## config.mk

```make
export PLATFORM = sky130hd
export DESIGN_NAME = mpadd_seq
export DESIGN_NICKNAME = d
export VERILOG_FILES = /design/src/rtl/mpadd_seq.sv
export SDC_FILE = /design/constraint.sdc
export NUM_CORES = 1
export LEC_CHECK = 0
export ABC_CLOCK_PERIOD_IN_PS = 5900
export CORE_MARGIN = 2
export CORE_UTILIZATION = 55
export DETAILED_ROUTE_END_ITERATION = 10
export MAX_ROUTING_LAYER = met4
export PLACE_DENSITY = 0.94
export SYNTH_ARGS = -nofsm -noshare
export SYNTH_HDL_FRONTEND = slang
export SYNTH_SLANG_ARGS = --single-unit
```

## constraint.sdc

```tcl
create_clock -name clk -period 5.9 [get_ports clk]
set_input_delay 1.18 -clock clk [delete_from_list [all_inputs] [get_ports clk]]
set_output_delay 1.18 -clock clk [all_outputs]
set_load 0.01 [all_outputs]
```

## src/rtl/mpadd_seq.sv

```systemverilog
// mpadd_seq: multi-word adder that runs a single 32-bit prefix adder once per word.
// Define MPADD_SUB_EN to add the sub input, which selects A-B instead of A+B+cin.
module PrefixAdder (
  input  logic [31:0] a,
  input  logic [31:0] b,
  input  logic        cin,
  output logic [31:0] sum,
  output logic        cout
);
  logic [31:0] p0, g0, g1, g2, g3, g4, g5;
  logic [31:2]  p1;
  logic [31:4]  p2;
  logic [31:8]  p3;
  logic [31:16] p4;

  assign p0 = a ^ b;
  // Fold cin into bit 0's generate so each prefix group ending at bit 0 is a carry
  assign g0 = (a & b) | {31'b0, p0[0] & cin};

  for (genvar i = 0; i < 32; i++) begin : g_bit
    if (i >= 1)  begin : g_l1 assign g1[i] = g0[i] | (p0[i] & g0[i-1]);  end
    else         begin : g_p1 assign g1[i] = g0[i]; end
    if (i >= 2)  begin : g_q1 assign p1[i] = p0[i] & p0[i-1]; end
    if (i >= 2)  begin : g_l2 assign g2[i] = g1[i] | (p1[i] & g1[i-2]);  end
    else         begin : g_p2 assign g2[i] = g1[i]; end
    if (i >= 4)  begin : g_q2 assign p2[i] = p1[i] & p1[i-2]; end
    if (i >= 4)  begin : g_l3 assign g3[i] = g2[i] | (p2[i] & g2[i-4]);  end
    else         begin : g_p3 assign g3[i] = g2[i]; end
    if (i >= 8)  begin : g_q3 assign p3[i] = p2[i] & p2[i-4]; end
    if (i >= 8)  begin : g_l4 assign g4[i] = g3[i] | (p3[i] & g3[i-8]);  end
    else         begin : g_p4 assign g4[i] = g3[i]; end
    if (i >= 16) begin : g_q4 assign p4[i] = p3[i] & p3[i-8]; end
    if (i >= 16) begin : g_l5 assign g5[i] = g4[i] | (p4[i] & g4[i-16]); end
    else         begin : g_p5 assign g5[i] = g4[i]; end
  end

  assign sum  = p0 ^ {g5[30:0], cin};
  assign cout = g5[31];
endmodule

module mpadd_seq #(
  parameter int NWORDS = 4
) (
  input  logic                  clk,
  input  logic                  rst_n,
  input  logic                  in_valid,
  output logic                  in_ready,
  input  logic [32*NWORDS-1:0]  a,
  input  logic [32*NWORDS-1:0]  b,
  input  logic                  cin,
`ifdef MPADD_SUB_EN
  input  logic                  sub,
`endif
  output logic                  out_valid,
  input  logic                  out_ready,
  output logic [32*NWORDS-1:0]  sum,
  output logic                  cout
);
  localparam int IW = (NWORDS > 1) ? $clog2(NWORDS) : 1;
  localparam int W  = 32 * NWORDS;

  typedef enum logic [1:0] {IDLE, RUN, DONE} state_t;
  state_t        state_q, state_d;
  logic [W-1:0]  a_q, a_d, b_q, b_d, sum_q, sum_d;
  logic [IW-1:0] idx_q, idx_d;
  logic          carry_q, carry_d, cout_q, cout_d;
  logic [31:0]   wa, wb, ws;
  logic          wc;

  assign wa = a_q[{idx_q, 5'b0} +: 32];
`ifdef MPADD_SUB_EN
  logic sub_q, sub_d;
  assign wb = b_q[{idx_q, 5'b0} +: 32] ^ {32{sub_q}};
`else
  assign wb = b_q[{idx_q, 5'b0} +: 32];
`endif

  PrefixAdder u_add (.a(wa), .b(wb), .cin(carry_q), .sum(ws), .cout(wc));

  always_comb begin
    state_d = state_q;
    a_d     = a_q;
    b_d     = b_q;
    sum_d   = sum_q;
    idx_d   = idx_q;
    carry_d = carry_q;
    cout_d  = cout_q;
`ifdef MPADD_SUB_EN
    sub_d   = sub_q;
`endif
    case (state_q)
      IDLE: if (in_valid) begin
        a_d     = a;
        b_d     = b;
        carry_d = cin;
`ifdef MPADD_SUB_EN
        sub_d   = sub;
        if (sub) carry_d = 1'b1;
`endif
        idx_d   = '0;
        sum_d   = '0;
        cout_d  = 1'b0;
        state_d = RUN;
      end
      RUN: begin
        sum_d[{idx_q, 5'b0} +: 32] = ws;
        carry_d = wc;
        if (idx_q == IW'(NWORDS - 1)) begin
          cout_d  = wc;
          state_d = DONE;
        end else begin
          idx_d = idx_q + 1'b1;
        end
      end
      DONE: if (out_ready) state_d = IDLE;
      default: state_d = IDLE;
    endcase
  end

  always_ff @(posedge clk or negedge rst_n) begin
    if (!rst_n) begin
      state_q <= IDLE;
      a_q     <= '0;
      b_q     <= '0;
      sum_q   <= '0;
      idx_q   <= '0;
      carry_q <= 1'b0;
      cout_q  <= 1'b0;
`ifdef MPADD_SUB_EN
      sub_q   <= 1'b0;
`endif
    end else begin
      state_q <= state_d;
      a_q     <= a_d;
      b_q     <= b_d;
      sum_q   <= sum_d;
      idx_q   <= idx_d;
      carry_q <= carry_d;
      cout_q  <= cout_d;
`ifdef MPADD_SUB_EN
      sub_q   <= sub_d;
`endif
    end
  end

  assign in_ready  = (state_q == IDLE);
  assign out_valid = (state_q == DONE);
  assign sum       = sum_q;
  assign cout      = cout_q;
endmodule

```

==> results of run 1 <==
[per-stage QoR]
step	area [µm²]	power (mW)	util (%)	hold WS, ns	worst slack, ns
2_1_floorplan	17800	10.9	-	0.475	1.96
3_3_place_gp	22100	13.7	69.6	0.473	1.65
3_5_place_dp	22100	14.1	69.6	0.478	1.49
4_1_cts	23400	16.7	73.7	0.503	1.49
5_1_grt	23400	17.7	73.7	0.516	1.08
6_report	23400	16.9	73.7	0.501	1.49
[area by class of cell]
type	instances	share of cell area [%]
Tap cell	402	2.15
Inverter	13	0.209
Clock buffer	58	4.92
Multi-Input combinational cell	776	32.8
Clock inverter	12	0.642
Timing Repair Buffer	406	17.5
Sequential cell	390	41.8
[kinds of logic after synthesis]
family / after synthesis
buffers and inverters: 97
adders and majority gates: 37
xor gates and xnor gates: 23
DFF: 390
and+or+nand+nor: 133
AOI/OAI and AO/OA: 260
muxes: 323
[worst paths after layout]
path,to,slack (ns),depth (start not counted)
max,sum[28],1.49,10
min,sum[25],0.50,2
max reg2reg,sum[28],1.49,10
min reg2reg,sum[25],0.50,2
max in group asynchronous,a_q[114],4.07,2
min in group asynchronous,sum[106],0.68,1
[registers in the layout, indices dropped and copies added (netlist names)]
name / flops
a_q: 128
b_q: 128
sum: 128
idx_q: 2
state_q: 2
carry_q: 1
cout: 1
[where the power goes]
group	total, mW	internal (mW)	switching, mW
Combinational	9.69	4.09	5.60
Sequential	4.66	3.85	0.807
Clock	2.52	1.49	1.03
Total	16.9	9.43	7.44
[placed cells by master (no fill, tap or decap), types with 15 or more instances in the layout]
master and count:
a21o_1 16, a21oi_1 40, a22o_1 100, xnor2_1 15, clkbuf_16 41, o21ai_0 36, nor2_1 24, mux2_2 257
nand2_1 51, dfrtp_1 388, clkdlybuf4s50_1 390, ha_1 35, mux4_2 64
[critical path, delay by kind of cell (launching register included)]
kind,cells,cell delay [ns]
AOI/OAI and AO/OA,5,1.28
adders and majority gates,2,0.97
and+or+nand+nor,1,0.37
DFF,1,0.73
muxes,2,1.01
[metal layers]
metal  global-route usage [%]  vias to the layer above  wire [µm]
met3                     6.30                      118       3960
met2                     51.1                      707      24800
met5                        -                        -          0
met1                     39.4                     6491      20100
li1                         -                     5508          -
met4                     9.15                        0       1560
==> out/summary.txt, run 1 <==
Crit. End Element: flip-flop
Cell Area, Synth: 0.0178 mm²
Period minus WS final: 4.41 ns
Clk sinks: 390
Die area: 0.0338 mm²
RSZ-0062 raised after global routing: no
Area occupied by multi-input gates: 0.00767 mm²
Register area share after synthesis: 54.8%
Final setup TNS: 0 ns
Post-synthesis simple-gate area fraction: 3.75%
Setup bufs post-CTS: 0
Synthesis warning total: 0
Avg Cell Area, Syn: 14.1 µm²
Post-synth top area share: 54.8%
Max Fclk: 227 MHz
Reg clk slew, reported paths: 0.06 ns
DRC: 0
Distinct cells, synth: 64
Clk Latency, worst-skew pair: 0.54 ns
Cell row count: 65
Syn-to-layout area delta: 31.3%
Max incr delay on CP: 0.73 ns
Initial Util: 56.1%
Crit path from: idx_q[0]
Most common cell in the synthesized netlist: dfrtp_1
Max-slew headroom: 15.3%
Synth Area in Compound Gates: 10.9%
Ratio of cells with drive above 1 in the final layout: 24.9%
Ports: 392
Final setup fails: 0
GR Overflow Total: 0
Post-cts sizing count: 0
Layout fillers: 1,908
Pwr Density: 722 mW/mm²
WL/cell: 24.5 µm
Synth Area in XOR/XNOR: 1.17%
Crit path top cell by count: fa_1
Post-synthesis adder-cell area fraction: 2.68%
Largest family of logic cells by synthesized area: multiplexers
First-pass GRT wire length: 77.7 mm
Status: complete, no violations
Register Area: 0.00977 mm²
Hold Crit Class: flip-flop to flip-flop
Vias in the first global route: 13,300
FF-to-FF Start: idx_q[0]
Synth Register Bits: 390
Gpl congestion: 0.938
Synth top area cells: dfrtp_1 55%, mux2_2 16%, mux4_2 8.1%
All-layer global routing usage: 31.1%
Post-synthesis mux area share: 24.5%
Dpl cells: 1,987
Ys flop type: dfrtp_1
Slew Limit Fails: 0
Cell taking the most area after synthesis: dfrtp_1
Detailed-router iteration count before antenna repair: 5
EDFF count, synth: 0
Tcrit/Tclk final: 74.8%
Buffer levels on the longest clock path: 3
Maximum VDD drop: 0.484 mV
Critical path's slowest cell: dfrtp_4
Core box area: 0.0317 mm²
CTS tree: built
Die span in y: 184 µm
Synth top cells by count: 390 x dfrtp_1, 257 x mux2_2, 100 x a22o_1
Hold wc startpoint: sum[25]
Crit start category: flip-flop
Die width: 184 µm
Syn nets: 1,561
Layout Cells excl Fill: 2,057
Crit path DAT: 4.89 ns
Fin. Hold Viols: 0
Antenna-violating nets left: 0
Clock Skew: 0.0122 ns
Antenna violations before repair: 0
Critical Path RT: 6.38 ns
CTS root buffer: clkbuf_16
Cells after Synth: 1,263
Vias: 12,800
Setup Crit Path Kind: flip-flop to flip-flop
Routed WL: 50.4 mm
# diodes: 0
Worst Tran Pin Value: 1.27 ns
# H-tree levels: 2
Leakage Power: 9.77 nW
Largest net degree at the start of global routing: 127
Avg Vias per Cell: 6.23
Dpl hpwl: 36.8 mm
Peak fanout along the critical path: 23
Max-cap violations: 0
Nets: 1,925
Hold buffer count at CTS: 0
IO Port Bufs: 391
DRT iter0 DRCs: 1,191
Inserted Clock Buffers: 40
CP cell instances: mux4_2, fa_1, fa_1, a21oi_1, o22ai_1, a31oi_1, o21ai_0, nor3b_2, mux2i_1, a221o_1
Asr flop ratio synth: 100%
Note: power is estimated with default switching activity, not from simulation.
==> run 2: changes to the inputs <==
Settings changed: ABC_CLOCK_PERIOD_IN_PS 5900 to 3600, CORE_UTILIZATION 55 to 46, PLACE_DENSITY 0.94 to 0.85.
Clock period 5.9 ns to 3.6 ns, I/O delays scaled along.
==> out/summary.txt, run 2 (synthesized netlist as in run 1, its figures left out) <==
Placed cell areas: 0.0228 mm² (was 0.0221 mm²)
Dpl hpwl: 38.4 mm (was 36.8 mm)
Die width: 201 µm (was 184 µm)
Die span in y: 201 µm (was 184 µm)
Layout fillers: 2,694 (was 1,908)
RSZ-0062 raised after global routing: yes (was no)
Crit path from: idx_q[0] (unchanged)
Crit start category: flip-flop (unchanged)
Register Area: 0.00977 mm² (unchanged)
Nets: 2,006 (was 1,925)
Setup Crit Path Kind: flip-flop to flip-flop (unchanged)
Peak fanout along the critical path: 7 (was 23)
Final setup TNS: 0 ns (unchanged)
Core box area: 0.0385 mm² (was 0.0317 mm²)
Largest net degree at the start of global routing: 80 (was 127)
Max Fclk: 279 MHz (was 227 MHz)
Period minus WS final: 3.58 ns (was 4.41 ns)
WL/cell: 23.2 µm (was 24.5 µm)
Slew Limit Fails: 0 (unchanged)
Cell row count: 72 (was 65)
Die area: 0.0403 mm² (was 0.0338 mm²)
Vias: 13,100 (was 12,800)
# H-tree levels: 2 (unchanged)
Area occupied by multi-input gates: 0.00799 mm² (was 0.00767 mm²)
Antenna-violating nets left: 0 (unchanged)
Ports: 392 (unchanged)
Crit path DAT: 4.03 ns (was 4.89 ns)
Clk sinks: 390 (unchanged)
All-layer global routing usage: 26.7% (was 31.1%)
Avg Vias per Cell: 5.77 (was 6.23)
Max-slew headroom: 54.5% (was 15.3%)
Ratio of cells with drive above 1 in the final layout: 31.2% (was 24.9%)
Final setup fails: 0 (unchanged)
GR Overflow Total: 0 (unchanged)
Detailed-router iteration count before antenna repair: 5 (unchanged)
Commonest cells after routing, fill and taps aside: 390 x clkdlybuf4s50_1, 388 x dfrtp_1, 257 x mux2_2 (unchanged)
Most common cell after layout, fill and taps aside: clkdlybuf4s50_1 (unchanged)
Routed WL: 52.4 mm (was 50.4 mm)
Syn-to-layout area delta: 39.0% (was 31.3%)
Max-cap violations: 0 (unchanged)
Inserted Clock Buffers: 42 (was 40)
Buffer levels on the longest clock path: 3 (unchanged)
Tcrit/Tclk final: 99.4% (was 74.8%)
Reg clk slew, reported paths: 0.06 ns (about the same)
Final Util: 64.3% (was 73.7%)
Fin. Hold Viols: 0 (unchanged)
Status: complete, no violations (unchanged)
Clk Latency, worst-skew pair: 0.57 ns (was 0.54 ns)
Hold Crit Class: input pin to async pin (was flip-flop to flip-flop)
Vias in the first global route: 13,800 (was 13,300)
Gpl congestion: 0.921 (was 0.938)
Clock Skew: 0.0172 ns (was 0.0122 ns)
FF-to-FF Start: idx_q[0] (unchanged)
IO Port Bufs: 391 (unchanged)
Worst hold slack: 0.160 ns (was 0.501 ns)
Critical Path RT: 4.05 ns (was 6.38 ns)
CTS root buffer: clkbuf_16 (unchanged)
Antenna violations before repair: 5 (was 0)
Final instance area: 0.0247 mm² (was 0.0234 mm²)
CTS tree: built (unchanged)
First-pass GRT wire length: 80.4 mm (was 77.7 mm)
DRC: 0 (unchanged)
Initial Util: 46.3% (was 56.1%)
Worst Tran Pin Value: 0.682 ns (was 1.27 ns)
Crit. End Element: flip-flop (unchanged)
DRT iter0 DRCs: 733 (was 1,191)
==> run 2: cell count changes in the layout (fill, tap and decap cells not counted), moves of 7 or more <==
| cell | previous run | this run |
|---|---|---|
| ha_1 | 35 | 25 |
| a21oi_1 | 40 | 33 |
| ha_4 | 0 | 8 |
| o21ai_0 | 36 | 25 |
| o21ai_1 | 0 | 9 |
| buf_4 | 11 | 77 |
==> run 2: repair_timing <==
item	in CTS	in global routing
pin swaps	5	17
gates cloned	1	2
gates resized for setup	18	51
hold buffers	0	0
setup endpoints to repair	54	83
buffers inserted	4	6
==> run 2: path summary, 6_finish.rpt <==
kind                            end  slack, ns  cells after the start
setup / recovery            sum[59]       0.02                     11
hold / removal             sum[100]       0.16                      1
setup reg to reg            sum[59]       0.02                     11
hold reg to reg             sum[21]       0.48                      2
max in group asynchronous   a_q[55]       2.54                      2
min in group clk            sum[21]       0.48                      2
==> run 2: final cells by class <==
| type | instances | share of cell area, % |
|---|---|---|
| clock buffers | 59 | 4.83 |
| well taps | 518 | 2.62 |
| diodes | 6 | 0.0607 |
| repair buffers | 485 | 19.5 |
| flip-flops and latches | 390 | 39.5 |
| multi-input cells | 776 | 32.3 |
| clock inverters | 15 | 1.01 |
| inverters | 13 | 0.197 |
==> run 2: critical path, cell delays in order (launching register included) <==
cell      delay (ns)
dfrtp_4         0.52
buf_6           0.16
buf_16          0.14
mux4_2          0.55
ha_4            0.31
o211ai_1        0.12
a211o_1         0.30
a211o_1         0.28
a21o_1          0.23
o41a_4          0.42
xnor2_2         0.19
a22o_1          0.23
==> run 2: routing by layer <==
metal	global-route usage (%)	vias up	wire, µm
li1	-	5668	-
met1	33.9	6630	21600
met2	42.7	641	25400
met3	5.23	111	3800
met4	10.1	0	1630
met5	-	-	0
==> run 2: metrics by stage <==
| stage | instances | setup WS (ns) |
|---|---|---|
| after floorplan | 1263 | 0.0550 |
| after global placement | 2169 | -0.0566 |
| after detailed placement | 2169 | -0.158 |
| after CTS | 2248 | -0.0149 |
| after global routing | 2262 | -0.0777 |
| final | 2262 | 0.0199 |
Power of run 2 is left out: the tool's default activity adds up to more than one toggle a clock period on the data nets, which glitch-free logic cannot reach.
==> run 3: changes to the inputs <==
Settings changed: HOLD_SLACK_MARGIN set to 0.03.
==> results of run 3 <==
No change in the layout: final DEF, timing and power equal those of run 2.
Power of run 3 is left out for the same reason.
